==> config.mk <==
export PLATFORM = sky130hd
export DESIGN_NAME = stdcore_upsizer_flat
export DESIGN_NICKNAME = d
export VERILOG_FILES = /design/src/rtl/stdcore_upsizer_if.sv /design/src/rtl/stdcore_upsizer.sv /design/src/flat_wrapper.sv
export SDC_FILE = /design/constraint.sdc
export NUM_CORES = 1
export LEC_CHECK = 0
export CAP_MARGIN = 20
export CORE_ASPECT_RATIO = 1.1
export CORE_UTILIZATION = 45
export DETAILED_ROUTE_END_ITERATION = 6
export PLACE_DENSITY = 0.79
export SLEW_MARGIN = 15
export SYNTH_ARGS = -nofsm -noshare
export SYNTH_HDL_FRONTEND = slang
export SYNTH_SLANG_ARGS = --single-unit
==> constraint.sdc <==
create_clock -name clk -period 2.1 [get_ports clk]
set_input_delay 0.42 -clock clk [delete_from_list [all_inputs] [get_ports clk]]
set_output_delay 0.42 -clock clk [all_outputs]
set_load 0.02 [all_outputs]
==> src/rtl/stdcore_upsizer_if.sv <==
// Handshake bundle for the upsizer: narrow item stream in, packed word stream out.
interface stdcore_upsizer_if #(
    parameter int DW    = 8,
    parameter int RATIO = 4
);
    logic [DW-1:0]       p;
    logic                p_last;
    logic                p_val;
    logic                p_rdy;
    logic [DW*RATIO-1:0] c;
    logic [RATIO-1:0]    c_keep;
    logic                c_last;
    logic                c_val;
    logic                c_rdy;

    modport master (
        output p, p_last, p_val, c_rdy,
        input  p_rdy, c, c_keep, c_last, c_val
    );

    modport slave (
        input  p, p_last, p_val, c_rdy,
        output p_rdy, c, c_keep, c_last, c_val
    );
endinterface

==> src/rtl/stdcore_upsizer.sv <==
// Packs RATIO narrow items into one wide word with keep/last framing.
// The completing item bypasses the accumulator straight into the output register.
module stdcore_upsizer #(
    parameter int DW    = 8,
    parameter int RATIO = 4,
    parameter int CW    = 2
) (
    input logic              clk,
    input logic              rst_n,
    stdcore_upsizer_if.slave bus
);
    localparam int            AL        = RATIO - 1;
    localparam logic [CW-1:0] LAST_LANE = CW'(RATIO - 1);

    logic [AL*DW-1:0]    acc_q, acc_d;
    logic [AL-1:0]       keep_q, keep_d;
    logic [CW-1:0]       cnt_q, cnt_d;
    logic [DW*RATIO-1:0] c_q, c_d;
    logic [RATIO-1:0]    ckeep_q, ckeep_d;
    logic                clast_q, clast_d;
    logic                cval_q, cval_d;
    logic                at_end;
    logic                p_rdy;
    logic                accept;
    logic                complete;

    assign at_end   = (cnt_q == LAST_LANE);
    assign p_rdy    = !cval_q || bus.c_rdy || (!at_end && !bus.p_last);
    assign accept   = bus.p_val && p_rdy;
    assign complete = at_end || bus.p_last;

    assign bus.p_rdy  = p_rdy;
    assign bus.c      = c_q;
    assign bus.c_keep = ckeep_q;
    assign bus.c_last = clast_q;
    assign bus.c_val  = cval_q;

    always_comb begin
        acc_d   = acc_q;
        keep_d  = keep_q;
        cnt_d   = cnt_q;
        c_d     = c_q;
        ckeep_d = ckeep_q;
        clast_d = clast_q;
        cval_d  = cval_q;
        if (cval_q && bus.c_rdy) begin
            cval_d = 1'b0;
        end
        if (accept) begin
            if (complete) begin
                // Lanes above cnt are already zero in the accumulator.
                c_d     = {{DW{1'b0}}, acc_q};
                ckeep_d = {1'b0, keep_q};
                for (int k = 0; k < RATIO; k++) begin
                    if (CW'(k) == cnt_q) begin
                        c_d[k*DW +: DW] = bus.p;
                        ckeep_d[k]      = 1'b1;
                    end
                end
                clast_d = bus.p_last;
                cval_d  = 1'b1;
                acc_d   = '0;
                keep_d  = '0;
                cnt_d   = '0;
            end else begin
                for (int k = 0; k < AL; k++) begin
                    if (CW'(k) == cnt_q) begin
                        acc_d[k*DW +: DW] = bus.p;
                        keep_d[k]         = 1'b1;
                    end
                end
                cnt_d = cnt_q + 1'b1;
            end
        end
    end

    always_ff @(posedge clk) begin
        if (!rst_n) begin
            acc_q   <= '0;
            keep_q  <= '0;
            cnt_q   <= '0;
            c_q     <= '0;
            ckeep_q <= '0;
            clast_q <= 1'b0;
            cval_q  <= 1'b0;
        end else begin
            acc_q   <= acc_d;
            keep_q  <= keep_d;
            cnt_q   <= cnt_d;
            c_q     <= c_d;
            ckeep_q <= ckeep_d;
            clast_q <= clast_d;
            cval_q  <= cval_d;
        end
    end
endmodule

==> src/flat_wrapper.sv <==
// flat-port wrapper written by rule: the top's interface ports become plain ports
module stdcore_upsizer_flat 
#(
    parameter int DW    = 8,
    parameter int RATIO = 4,
    parameter int CW    = 2
)
  (clk, rst_n, bus_p, bus_p_last, bus_p_val, bus_c_rdy, bus_p_rdy, bus_c, bus_c_keep, bus_c_last, bus_c_val);
  stdcore_upsizer_if #(.DW(DW), .RATIO(RATIO)) bus_i ();
  input logic clk;
  input logic rst_n;
  input wire logic [$bits(bus_i.p)-1:0] bus_p;
  input wire logic [$bits(bus_i.p_last)-1:0] bus_p_last;
  input wire logic [$bits(bus_i.p_val)-1:0] bus_p_val;
  input wire logic [$bits(bus_i.c_rdy)-1:0] bus_c_rdy;
  output wire logic [$bits(bus_i.p_rdy)-1:0] bus_p_rdy;
  output wire logic [$bits(bus_i.c)-1:0] bus_c;
  output wire logic [$bits(bus_i.c_keep)-1:0] bus_c_keep;
  output wire logic [$bits(bus_i.c_last)-1:0] bus_c_last;
  output wire logic [$bits(bus_i.c_val)-1:0] bus_c_val;
  assign bus_i.p = bus_p;
  assign bus_i.p_last = bus_p_last;
  assign bus_i.p_val = bus_p_val;
  assign bus_i.c_rdy = bus_c_rdy;
  assign bus_p_rdy = bus_i.p_rdy;
  assign bus_c = bus_i.c;
  assign bus_c_keep = bus_i.c_keep;
  assign bus_c_last = bus_i.c_last;
  assign bus_c_val = bus_i.c_val;
  stdcore_upsizer #(.DW(DW), .RATIO(RATIO), .CW(CW)) u_core (.clk(clk), .rst_n(rst_n), .bus(bus_i));
endmodule
# After elaboration in Yosys (flattened, before gate mapping)
# Cells that the tools add are included.
# word_totals
regBits	67
input_bits	13
word_cells	37
# classes
n_eq_ne	4
n_mux	14
addsub	1
n_reduce_logical	11
# ops
op	count
8-bit two-way mux	4
24-bit two-way mux	1
1-bit two-way mux	7
2-bit equality test, first input constant	2
1-bit logical AND	3
1-bit zero test	3
1-bit logical OR	3
3-bit two-way mux	1
2-bit by 1-bit adder with 2-bit output, second input constant	1
1-bit by 2-bit equality test with 1-bit output, first input constant	1
2-bit equality test, second input constant	1
2-bit zero test	1
2-bit two-way mux	1
2-bit AND reduction	1

# Longest topological paths before layout
# logic_depth
ltp_word	6
ltp_mapped	7
depth_no_buf	5

# Worst setup path before layout
# Ideal clock, no wire load.
# synth_timing
path_kind	register to register
start	reg u_core.cnt_q[0]
end	reg u_core.acc_q[16]
slack_ns	0.625
period_less_slack_ns	1.475
path_stages_with_launch	6
n_path_buf	0
required_time_ns	1.963
setup_ns	0.137
t_arrival_ns	1.338
path_cell_list	dfxtp_1 -> ha_1 -> nor2_4 -> o21ai_1 -> nor2_1 -> o22ai_1
# synth_between
elab_chain_cells	5
word_cells_on_any_way	9
cone_classes	eq/ne: 2; mux: 2; reduce/logical: 5
# synth_rtl
element	line_no	text
start: declaration	stdcore_upsizer.sv:17	logic [CW-1:0] cnt_q, cnt_d;
start signal: assignment	stdcore_upsizer.sv:89	cnt_q <= cnt_d;
2-bit equality test	stdcore_upsizer.sv:27	assign at_end = (cnt_q == LAST_LANE);
1-bit zero test	stdcore_upsizer.sv:28	assign p_rdy = !cval_q || bus.c_rdy || (!at_end && !bus.p_last);
1-bit logical AND	stdcore_upsizer.sv:28	
1-bit logical OR	stdcore_upsizer.sv:28	
1-bit logical AND	stdcore_upsizer.sv:29	assign accept = bus.p_val && p_rdy;
end signal: assignment	stdcore_upsizer.sv:79	acc_q <= '0;
end signal: assignment	stdcore_upsizer.sv:87	acc_q <= acc_d;
end: declaration	stdcore_upsizer.sv:15	logic [AL*DW-1:0] acc_q, acc_d;
# Several ways; a longest one is shown, not always the timed one.
# A chain may end at the register's enable or synchronous reset.

# Final worst setup path
# layout_timing
start	in bus_p_last
end	out bus_p_rdy
# layout_between
elab_chain_cells	3
# layout_rtl
element	line_no	text
start: declaration	flat_wrapper.sv:13	input wire logic [$bits(bus_i.p_last)-1:0] bus_p_last;
1-bit zero test	stdcore_upsizer.sv:28	
1-bit logical AND	stdcore_upsizer.sv:28	
1-bit logical OR	stdcore_upsizer.sv:28	
end: declaration	flat_wrapper.sv:16	output wire logic [$bits(bus_i.p_rdy)-1:0] bus_p_rdy;
# Every way passes these cells.

==> flow_summary.toml <==
[timing]
rsz0062_at_grt = "false"
setup_ws_ps = 45.6
worstMarginPinSlew_ps = 487
min_period_over_period = 0.978
finalHoldViolations = 0
setup_tns_ps = 0
slew_headroom = 0.674
timing.final.max_slew_violations = 0
finalHoldWorstSlack_ps = 469
skew_ps = 5.88
setup_viol = 0
min_period_ps = 2050
max_freq_ghz = 0.487

[synthesis]
synth_nets = 317
synth.most_common_cell = "dfxtp_1"
synth_edf_count = 0
synth.top_cell.area_share = 0.483
yosys_warnings = 0
synth_ff_type = "dfxtp_1"
synth_area_mm2 = 0.00278
yosys.area.top_type = "dfxtp_1"
synth_cells = 299
syn_avg_cell_area_um2 = 9.29
async_flop_share = 0
seq_area_frac_synth = 0.483
yosys.cell_types.count = 31
yosys_register_bits = 67
ys_top_cells_by_count = "67 x dfxtp_1, 45 x nor2_1, 34 x nand2_1, 24 x a211oi_1, 24 x mux2i_1"
yosys-top-cells-area = "dfxtp_1 48%, mux2i_1 8.7%, a211oi_1 6.5%"

[power]
pwr-share-comb = 0.140
netSwitchingFraction = 0.254
p_per_area_mw_per_mm2 = 775
ir_drop_v = 0.000353
p_leak_uw = 0.00128
seq_power_share = 0.491
p_int_uw = 2050
clkPwrFrac = 0.369
p_switching_uw = 697

[setup_path]
cp-start-kind = "input port"
r2r-end = "u_core.acc_q[22]"
cp.arrival_ps = 1630
critPathMaxFanout = 2
crit_type = "input port to output pin"
worstRegToRegCells = 7
rr_startpoint = "u_core.cnt_q[0]"
cp-endpoint = "bus_p_rdy"
required_ps = 1680
crit_start = "bus_p_last"
r2r_slack_ps = 380
cp-end-kind = "output pin"

[global_route]
grt-ovfl-total = 0
grtUsageTotal = 0.211
antenna_found_initial = 0
grt_pass1_wl_mm = 10.6
grt_pass1_vias = 2255
grt_max_degree = 53

[placed_design]
post_dp_cell_area_mm2 = 0.00334
io_buffers = 51
hpwl_mm = 4.27
gp_congestion = 0.888
pre_cts_slack_ps = -165

[cells_and_area]
syn2layout_area_growth_pct = 27.5
finalCoreUtilization = 0.606
nets = 370
fillers = 526
antenna_cells = 0
stdcell_area_mm2 = 0.00354
drive_gt1_frac = 0.101

[die]
core-area_mm2 = 0.00584
io_pins = 52
dieHeight_um = 84.4
die_x_um = 76.9
floorplan.rows = 29
dieArea_mm2 = 0.00649
initial_utilization = 0.475

[route]
ant_nets = 0
drt_iter0_drc = 169
wl_mm = 6.26
wl_per_cell_um = 14.4
vias = 2355
remaining_drc_errors = 0
via_per_inst = 5.43
drtPass1Iterations = 4

[cts]
cts_max_path_buffers = 2
clk_pin_slew_worst_paths_ps = 60
hold_buffers = 0
cts_tree = "yes"
numClockSinks = 67
cts_max_level = 3
clk-insertion-delay-late_ps = 340
cts-buffers-inserted = 9
cts_root_buffer = "clkbuf_8"

[outcome]
status = "finished, final reports clean"

[run]
max_cap_viol_count = 0

[min_path]
holdCritPathClass = "flip-flop to flip-flop"
## state kept, by name, indices dropped and copies added, names as in the netlist
| signal | count |
|---|---|
| u_core.bus.c | 32 |
| u_core.acc_q | 24 |
| u_core.bus.c_keep | 4 |
| u_core.keep_q | 3 |
| u_core.cnt_q | 2 |
| u_core.bus.c_last | 1 |
| u_core.bus.c_val | 1 |
## cell type report
type | count | area (um2) | share of cell area
flip-flops and latches | 67 | 1340 | 0.380
multi-input cells | 206 | 1240 | 0.352
repair buffers | 65 | 652 | 0.184
clock buffers | 15 | 186 | 0.0527
well taps | 77 | 96.3 | 0.0272
inverters | 3 | 11.3 | 0.00318
clock inverters | 1 | 5.00 | 0.00141
## metal layers
metal  share of wire  vias to the layer above  global-route usage
li1                -                     1172                   -
met1            0.46                     1085               0.267
met2            0.46                       83               0.327
met3           0.058                       15              0.0467
met4           0.025                        0               0.128
met5               0                        -                   0
## power groups by stage
stage / logic [uW] / clock network, uW / registers (uW)
final: 385 / 1010 / 1350
after global routing: 416 / 1090 / 1350
after CTS: 384 / 1030 / 1350
after detailed placement: 382 / 0 / 1380
after global placement: 379 / 0 / 1370
after floorplan: 191 / 0 / 1420
## per-stage QoR
| stage | std cells | total power [uW] |
|---|---|---|
| final | 434 | 2740 |
| after global routing | 434 | 2860 |
| after CTS | 434 | 2760 |
| after detailed placement | 418 | 1760 |
| after global placement | 418 | 1750 |
| after floorplan | 299 | 1610 |
## logic make-up after synthesis
group / after synthesis / share of synthesized area
and+or+nand+nor: 108 / 0.173
AOI/OAI and AO/OA: 69 / 0.166
DFF: 67 / 0.483
buffers and inverters: 26 / 0.0694
muxes: 24 / 0.0865
adders and majority gates: 5 / 0.0225
## worst min path at each step
stage,slack [ps],from,end,cells past startpoint
after CTS,470,u_core.acc_q[9],u_core.acc_q[9],2
after global placement,450,u_core.keep_q[1],u_core.keep_q[1],2
after detailed placement,460,u_core.keep_q[1],u_core.keep_q[1],2
after global routing,490,u_core.acc_q[0],u_core.acc_q[0],2
after floorplan,440,u_core.keep_q[0],u_core.keep_q[0],2
final,470,u_core.acc_q[12],u_core.acc_q[12],2
## timing repair
item | CTS | global route
resized for setup | 3 | 1
gates cloned | 0 | 0
setup endpoints to repair | 1 | 1
setup buffers | 0 | 0
hold endpoints to repair | 0 | 0
## placed cells by master, fill, tap and decap left out, types with 3 or more instances in the layout
| master | instances |
|---|---|
| a211oi_1 | 24 |
| a21oi_1 | 8 |
| a22oi_1 | 8 |
| buf_12 | 3 |
| buf_4 | 11 |
| clkbuf_8 | 13 |
| clkdlybuf4s50_1 | 50 |
| dfxtp_1 | 65 |
| ha_1 | 4 |
| inv_1 | 3 |
| mux2i_1 | 24 |
| nand2_1 | 34 |
| nand3_1 | 8 |
| nor2_1 | 45 |
| nor3_1 | 10 |
| o21ai_0 | 3 |
| o22ai_1 | 23 |
## critical path: stages
cell,delay [ps]
clkdlybuf4s50_1,540
nor2_4,50
or2_2,300
dlygate4sd2_1,320
Note: power is estimated with default switching activity, not from simulation.
